**config.mk**
```make
export PLATFORM = sky130hd
export DESIGN_NAME = hazard_ctrl_flat
export DESIGN_NICKNAME = d
export VERILOG_FILES = /design/src/rtl/hazard_ctrl_pkg.sv /design/src/rtl/hazard_ctrl_if.sv /design/src/rtl/hazard_ctrl_sat_counter.sv /design/src/rtl/hazard_ctrl.sv /design/src/flat_wrapper.sv
export SDC_FILE = /design/constraint.sdc
export NUM_CORES = 1
export LEC_CHECK = 0
export CORE_MARGIN = 5
export CORE_UTILIZATION = 51
export CTS_CLUSTER_SIZE = 12
export DETAILED_ROUTE_END_ITERATION = 8
export PLACE_DENSITY_LB_ADDON = 0.15
export SYNTH_ARGS = -nofsm -noshare
export SYNTH_HDL_FRONTEND = slang
export SYNTH_SLANG_ARGS = --single-unit
```
**constraint.sdc**
```tcl
create_clock -name clk -period 4.9 [get_ports clk]
set_input_delay 1.225 -clock clk [delete_from_list [all_inputs] [get_ports clk]]
set_output_delay 1.225 -clock clk [all_outputs]
set_load 0.02 [all_outputs]
```
**src/rtl/hazard_ctrl_pkg.sv**
```systemverilog
// Shared definitions for the Decode-stage hazard/pipeline control block.
package hazard_ctrl_pkg;

    localparam int ADDR_W = 3;
    localparam int CTRL_W = 8;

    // Control word the ID/EX register loads when a bubble is inserted.
    localparam logic [CTRL_W-1:0] IDEX_NOP_CTRL = '0;

    typedef enum logic {
        RUN      = 1'b0,
        RET_WAIT = 1'b1
    } hz_state_t;

    function automatic logic addr_hit(input logic used,
                                      input logic [ADDR_W-1:0] a,
                                      input logic [ADDR_W-1:0] b);
        return used && (a == b);
    endfunction

endpackage

```
**src/rtl/hazard_ctrl_if.sv**
```systemverilog
// Decode/Execute status in, pipeline register controls out.
interface hazard_ctrl_if #(parameter int CNT_W = 16);
    import hazard_ctrl_pkg::*;

    logic [ADDR_W-1:0] id_src_addr;
    logic              id_src_used;
    logic [ADDR_W-1:0] id_dst_addr;
    logic              id_dst_used;
    logic [ADDR_W-1:0] ex_dst_addr;
    logic              ex_mem_read;
    logic              ex_branch_taken;
    logic              ex_ret;
    logic              mem_busy;
    logic              pc_we;
    logic              ifid_we;
    logic              ifid_flush;
    logic              idex_bubble;
    logic              ret_pending;
    logic [CNT_W-1:0]  stall_cycles;

    modport master (
        output id_src_addr, id_src_used, id_dst_addr, id_dst_used,
               ex_dst_addr, ex_mem_read, ex_branch_taken, ex_ret, mem_busy,
        input  pc_we, ifid_we, ifid_flush, idex_bubble, ret_pending, stall_cycles
    );

    modport slave (
        input  id_src_addr, id_src_used, id_dst_addr, id_dst_used,
               ex_dst_addr, ex_mem_read, ex_branch_taken, ex_ret, mem_busy,
        output pc_we, ifid_we, ifid_flush, idex_bubble, ret_pending, stall_cycles
    );

endinterface

```
**src/rtl/hazard_ctrl_sat_counter.sv**
```systemverilog
// Enable-driven saturating up-counter with asynchronous active-high reset.
module sat_counter #(
    parameter int W = 16
) (
    input  logic         clk,
    input  logic         rst,
    input  logic         en,
    output logic [W-1:0] count
);

    always_ff @(posedge clk or posedge rst) begin
        if (rst) begin
            count <= '0;
        end else if (en && (count != '1)) begin
            count <= count + 1'b1;
        end
    end

endmodule

```
**src/rtl/hazard_ctrl.sv**
```systemverilog
// Load-use stall, branch flush, RET/RTI PC-pop window and memory freeze control.
// state    | meaning
// RUN      | normal issue; load-use, branch and ret detection active
// RET_WAIT | front end held while the return PC is popped; ret_cnt counts down
module hazard_ctrl
    import hazard_ctrl_pkg::*;
#(
    parameter int RET_CYCLES = 3,
    parameter int CNT_W      = 16
) (
    input logic          clk,
    input logic          rst,
    hazard_ctrl_if.slave hz
);

    // RET_WAIT spans RET_CYCLES+1 cycles: RET_CYCLES held cycles plus the pop cycle.
    localparam logic [3:0] RET_INIT = 4'(RET_CYCLES);

    hz_state_t  state;
    logic [3:0] ret_cnt;
    logic       lu;
    logic       pc_we_c;
    logic [CNT_W-1:0] stall_cnt;

    assign lu = hz.ex_mem_read &
                (addr_hit(hz.id_src_used, hz.id_src_addr, hz.ex_dst_addr) |
                 addr_hit(hz.id_dst_used, hz.id_dst_addr, hz.ex_dst_addr));

    always_ff @(posedge clk or posedge rst) begin
        if (rst) begin
            state   <= RUN;
            ret_cnt <= '0;
        end else if (!hz.mem_busy) begin
            case (state)
                RUN: begin
                    if (hz.ex_ret) begin
                        state   <= RET_WAIT;
                        ret_cnt <= RET_INIT;
                    end
                end
                RET_WAIT: begin
                    if (ret_cnt == 4'd0) begin
                        state <= RUN;
                    end else begin
                        ret_cnt <= ret_cnt - 4'd1;
                    end
                end
                default: state <= RUN;
            endcase
        end
    end

    always_comb begin
        pc_we_c        = 1'b0;
        hz.ifid_we     = 1'b0;
        hz.ifid_flush  = 1'b0;
        hz.idex_bubble = 1'b0;
        hz.ret_pending = 1'b0;
        if (rst) begin
            hz.ifid_flush  = 1'b1;
            hz.idex_bubble = 1'b1;
        end else begin
            hz.ret_pending = (state == RET_WAIT);
            if (hz.mem_busy) begin
                pc_we_c = 1'b0;
            end else if (state == RET_WAIT) begin
                hz.ifid_we     = 1'b1;
                hz.ifid_flush  = 1'b1;
                hz.idex_bubble = 1'b1;
                pc_we_c        = (ret_cnt == 4'd0);
            end else if (hz.ex_ret) begin
                hz.ifid_we     = 1'b1;
                hz.ifid_flush  = 1'b1;
                hz.idex_bubble = 1'b1;
            end else if (hz.ex_branch_taken) begin
                pc_we_c        = 1'b1;
                hz.ifid_we     = 1'b1;
                hz.ifid_flush  = 1'b1;
                hz.idex_bubble = 1'b1;
            end else if (lu) begin
                hz.idex_bubble = 1'b1;
            end else begin
                pc_we_c    = 1'b1;
                hz.ifid_we = 1'b1;
            end
        end
    end

    assign hz.pc_we = pc_we_c;

    sat_counter #(.W(CNT_W)) u_stall_cnt (
        .clk   (clk),
        .rst   (rst),
        .en    (~pc_we_c),
        .count (stall_cnt)
    );

    assign hz.stall_cycles = stall_cnt;

endmodule

```
**src/flat_wrapper.sv**
```systemverilog
// flat-port wrapper written by rule: the top's interface ports become plain ports
module hazard_ctrl_flat import hazard_ctrl_pkg::*;
#(
    parameter int RET_CYCLES = 3,
    parameter int CNT_W      = 16
)
  (clk, rst, hz_id_src_addr, hz_id_src_used, hz_id_dst_addr, hz_id_dst_used, hz_ex_dst_addr, hz_ex_mem_read, hz_ex_branch_taken, hz_ex_ret, hz_mem_busy, hz_pc_we, hz_ifid_we, hz_ifid_flush, hz_idex_bubble, hz_ret_pending, hz_stall_cycles);
  hazard_ctrl_if #(.CNT_W(CNT_W)) hz_i ();
  input logic clk;
  input logic rst;
  input wire logic [$bits(hz_i.id_src_addr)-1:0] hz_id_src_addr;
  input wire logic [$bits(hz_i.id_src_used)-1:0] hz_id_src_used;
  input wire logic [$bits(hz_i.id_dst_addr)-1:0] hz_id_dst_addr;
  input wire logic [$bits(hz_i.id_dst_used)-1:0] hz_id_dst_used;
  input wire logic [$bits(hz_i.ex_dst_addr)-1:0] hz_ex_dst_addr;
  input wire logic [$bits(hz_i.ex_mem_read)-1:0] hz_ex_mem_read;
  input wire logic [$bits(hz_i.ex_branch_taken)-1:0] hz_ex_branch_taken;
  input wire logic [$bits(hz_i.ex_ret)-1:0] hz_ex_ret;
  input wire logic [$bits(hz_i.mem_busy)-1:0] hz_mem_busy;
  output wire logic [$bits(hz_i.pc_we)-1:0] hz_pc_we;
  output wire logic [$bits(hz_i.ifid_we)-1:0] hz_ifid_we;
  output wire logic [$bits(hz_i.ifid_flush)-1:0] hz_ifid_flush;
  output wire logic [$bits(hz_i.idex_bubble)-1:0] hz_idex_bubble;
  output wire logic [$bits(hz_i.ret_pending)-1:0] hz_ret_pending;
  output wire logic [$bits(hz_i.stall_cycles)-1:0] hz_stall_cycles;
  assign hz_i.id_src_addr = hz_id_src_addr;
  assign hz_i.id_src_used = hz_id_src_used;
  assign hz_i.id_dst_addr = hz_id_dst_addr;
  assign hz_i.id_dst_used = hz_id_dst_used;
  assign hz_i.ex_dst_addr = hz_ex_dst_addr;
  assign hz_i.ex_mem_read = hz_ex_mem_read;
  assign hz_i.ex_branch_taken = hz_ex_branch_taken;
  assign hz_i.ex_ret = hz_ex_ret;
  assign hz_i.mem_busy = hz_mem_busy;
  assign hz_pc_we = hz_i.pc_we;
  assign hz_ifid_we = hz_i.ifid_we;
  assign hz_ifid_flush = hz_i.ifid_flush;
  assign hz_idex_bubble = hz_i.idex_bubble;
  assign hz_ret_pending = hz_i.ret_pending;
  assign hz_stall_cycles = hz_i.stall_cycles;
  hazard_ctrl #(.RET_CYCLES(RET_CYCLES), .CNT_W(CNT_W)) u_core (.clk(clk), .rst(rst), .hz(hz_i));
endmodule
```
==> reports/qor.yml <==
swShare_pct: 39.3
rsz0062_at_grt: "no"
finalMaxSlewViolations: 0
r2r_setup_slack_ns: 2.44
total_power_w: 0.000671
required_ns: 3.67
dr.pass1.iters: 4
worstSkewPairLatency_ns: 0.31
tritoncts: "done"
overflow: 0
fill_cells: 206
die_width_microns: 61.0
clk_path_buf_depth: 2
crit_chain: "clkdlybuf4s50_1 > or3_1 > nor2_1 > clkdlybuf4s50_1"
wire_per_inst_microns: 14.4
post-cts-setup-buffers: 0
tns_ns: 0
power_leakage_nw: 0.693
die-area_sq_mm: 0.00373
maxCapViolCount: 0
cts.sinks: 21
diodes: 0
synth_top_area_cell: "dfrtp_1"
holdBufCountCts: 0
r2r-start: "u_core.u_stall_cnt.count[0]"
routed_wl_microns: 2920
crit_start: "hz_mem_busy"
worstHoldPathType: "reg -> reg"
r2r_end: "u_core.u_stall_cnt.count[1]"
power.density_mw_per_mm2: 387
hold_ws_ns: 0.505
grt_pass1_wl_microns: 4950
slew_headroom_pct: 48.3
ant_nets: 0
path_common_cell: "clkdlybuf4s50_1"
final_cell_mix: "37 x clkdlybuf4s50_1, 21 x dfrtp_1, 19 x xnor2_1"
fin_skew_ns: 0.00997
grt_start_max_net_pins: 22
hold_viol: 0
coreArea_sq_mm: 0.00248
worst_ep_arrival_time_ns: 3.03
routabilityCongestion: 0.784
p_comb_share_pct: 43.3
yosysSeqAreaShare_pct: 39.5
synth.area.top_cells: "dfrtp_1 40%, xnor2_1 13%, o211ai_2 8.5%, o21ai_0 3.4%, nor2_1 3.1%"
synth_area_per_cell_sq_um: 9.92
status: "finished clean"
antenna_found_initial: 0
drc_errors: 0
max_stage_delay_ns: 0.62
first_iter_violations: 52
area.growth.synth_to_final_pct: 30.3
reg2reg_depth: 6
worstMarginPinSlew_ns: 0.774
cts_root_buf: "clkbuf_4"
syn_nets: 153
finalCriticalPeriod_ns: 4.26
crit_cells: 4
die_h_microns: 61.0
vias: 1124
fin_nets: 192
crit_type: "in -> out"
h-tree-depth: 1
p_sw_w: 0.000263
layout_commonest_cell: "clkdlybuf4s50_1"
ioPinCount: 38
synth_cells: 134
synth_cell_type_count: 34
pwr-share-clk_pct: 12.6
post-route-period-util_pct: 86.9
p_int_w: 0.000407
start_util_pct: 53.6
cts_buffers: 3
crit_family: "buffers and inverters"
setup_viol_count_final: 0
start_kind: "primary input"
end_kind: "primary output"
dp_hpwl_microns: 2250
cts_resized: 0
path_buf_inv: 2
vias_per_cell: 5.56
cp_max_fo: 12
power.sequential.fraction_pct: 44.1
clock.fmax_mhz: 235
drive_above_1_share_pct: 12.8
ys_ff_latch: 21
num_rows: 18
synth_warnings: 0
crit_end: "hz_pc_we"
critPathSlowestCell: "clkdlybuf4s50_1"
cts.reportedPaths.clkPinSlew_ns: 0.11
grt_pass1_vias: 1131
portBuffers: 37
ir_drop_mv: 0.404
synth.top_cell.area_share_pct: 39.5
syn_area_sq_mm: 0.00133
grt_usage_pct: 17.5
## layout make-up
| cell class | instances | area [sq um] | share of cell area (%) |
|---|---|---|---|
| multi-input combinational | 99 | 718 | 41.5 |
| sequential | 21 | 526 | 30.3 |
| timing repair buffer | 40 | 393 | 22.7 |
| tap | 30 | 37.5 | 2.17 |
| inverter | 8 | 30.0 | 1.73 |
| clock buffer | 3 | 22.5 | 1.30 |
| clock inverter | 1 | 5.00 | 0.289 |
## state kept, by name, summed over array words and instances, names as in the netlist
| name | cells |
|---|---|
| u_core.u_stall_cnt.count | 16 |
| u_core.state | 1 |
| u_core.ret_cnt | 4 |
## cell families after synthesis
logic type                 after synthesis  synth area share, %
muxes                                    3                 2.35
DFF                                     21                 39.5
buffers and inverters                   14                 6.40
and+or+nand+nor                         42                 17.5
adders and majority gates                2                 1.88
AOI/OAI and AO/OA                       33                 19.8
xor gates and xnor gates                19                 12.5
## Yosys cell counts
cell type  instances
o2111ai_1          4
o21ai_0            9
nor3b_2            1
a211oi_1           1
buf_6              1
and2_1             1
a21oi_2            1
nor2_2             1
o21bai_1           1
nand2_1            5
or3_1              2
dfrtp_1           21
buf_12             1
buf_2              1
mux2_2             1
nor2_1            11
o211ai_2           9
and4_1             2
clkbuf_1           1
o31ai_1            1
buf_4              2
nor4_1             2
nor3_1             2
mux2i_1            2
o21ai_2            1
or3_2              1
nor4bb_1           1
nand3_1            3
inv_1              8
and3_1             6
a21oi_1            6
ha_1               2
nand4_1            4
xnor2_1           19
## routing by layer
layer | share of wire, % | track usage (%) | vias up
li1 | - | - | 560
met1 | 44 | 21.3 | 532
met2 | 50 | 31.1 | 30
met3 | 6.0 | 4.61 | 2
met4 | 0.55 | 3.72 | 0
met5 | 0 | 0 | -
## worst reg2reg max path: stages (launching register included)
cell     delay (ns)
dfrtp_1        0.45
ha_1           0.24
nand3_1        0.11
nor2_1         0.25
nand4_1        0.66
o21ai_2        0.30
mux2_2         0.36
## metrics by stage
stage	cells	setup WS [ns]	utilization, %	instance area [sq um]
6_report	202	0.642	69.9	1730
4_1_cts	202	0.629	69.9	1730
3_5_place_dp	198	0.632	68.8	1700
2_1_floorplan	134	1.17	-	1330
5_1_grt	202	0.549	69.9	1730
3_3_place_gp	198	0.649	68.8	1700
## worst min path at each step
stage | startpoint | end | slack (ns) | cells after the start
4_1_cts | u_core.u_stall_cnt.count[15] | u_core.u_stall_cnt.count[15] | 0.51 | 1
3_5_place_dp | u_core.u_stall_cnt.count[15] | u_core.u_stall_cnt.count[15] | 0.49 | 1
6_report | u_core.u_stall_cnt.count[15] | u_core.u_stall_cnt.count[15] | 0.51 | 1
5_1_grt | u_core.u_stall_cnt.count[5] | u_core.u_stall_cnt.count[5] | 0.55 | 1
2_1_floorplan | u_core.ret_cnt[1] | u_core.ret_cnt[1] | 0.53 | 2
3_3_place_gp | u_core.u_stall_cnt.count[6] | u_core.u_stall_cnt.count[6] | 0.48 | 1
## power by group through the flow
stage / combinational (W) / sequential [W] / clock, W
final: 0.000290 / 0.000296 / 0.0000844
after global placement: 0.000284 / 0.000295 / 0
after CTS: 0.000294 / 0.000296 / 0.0000881
after detailed placement: 0.000293 / 0.000299 / 0
after global routing: 0.000318 / 0.000305 / 0.0000962
after floorplan: 0.000154 / 0.000318 / 0
Note: power is estimated with default switching activity, not from simulation.
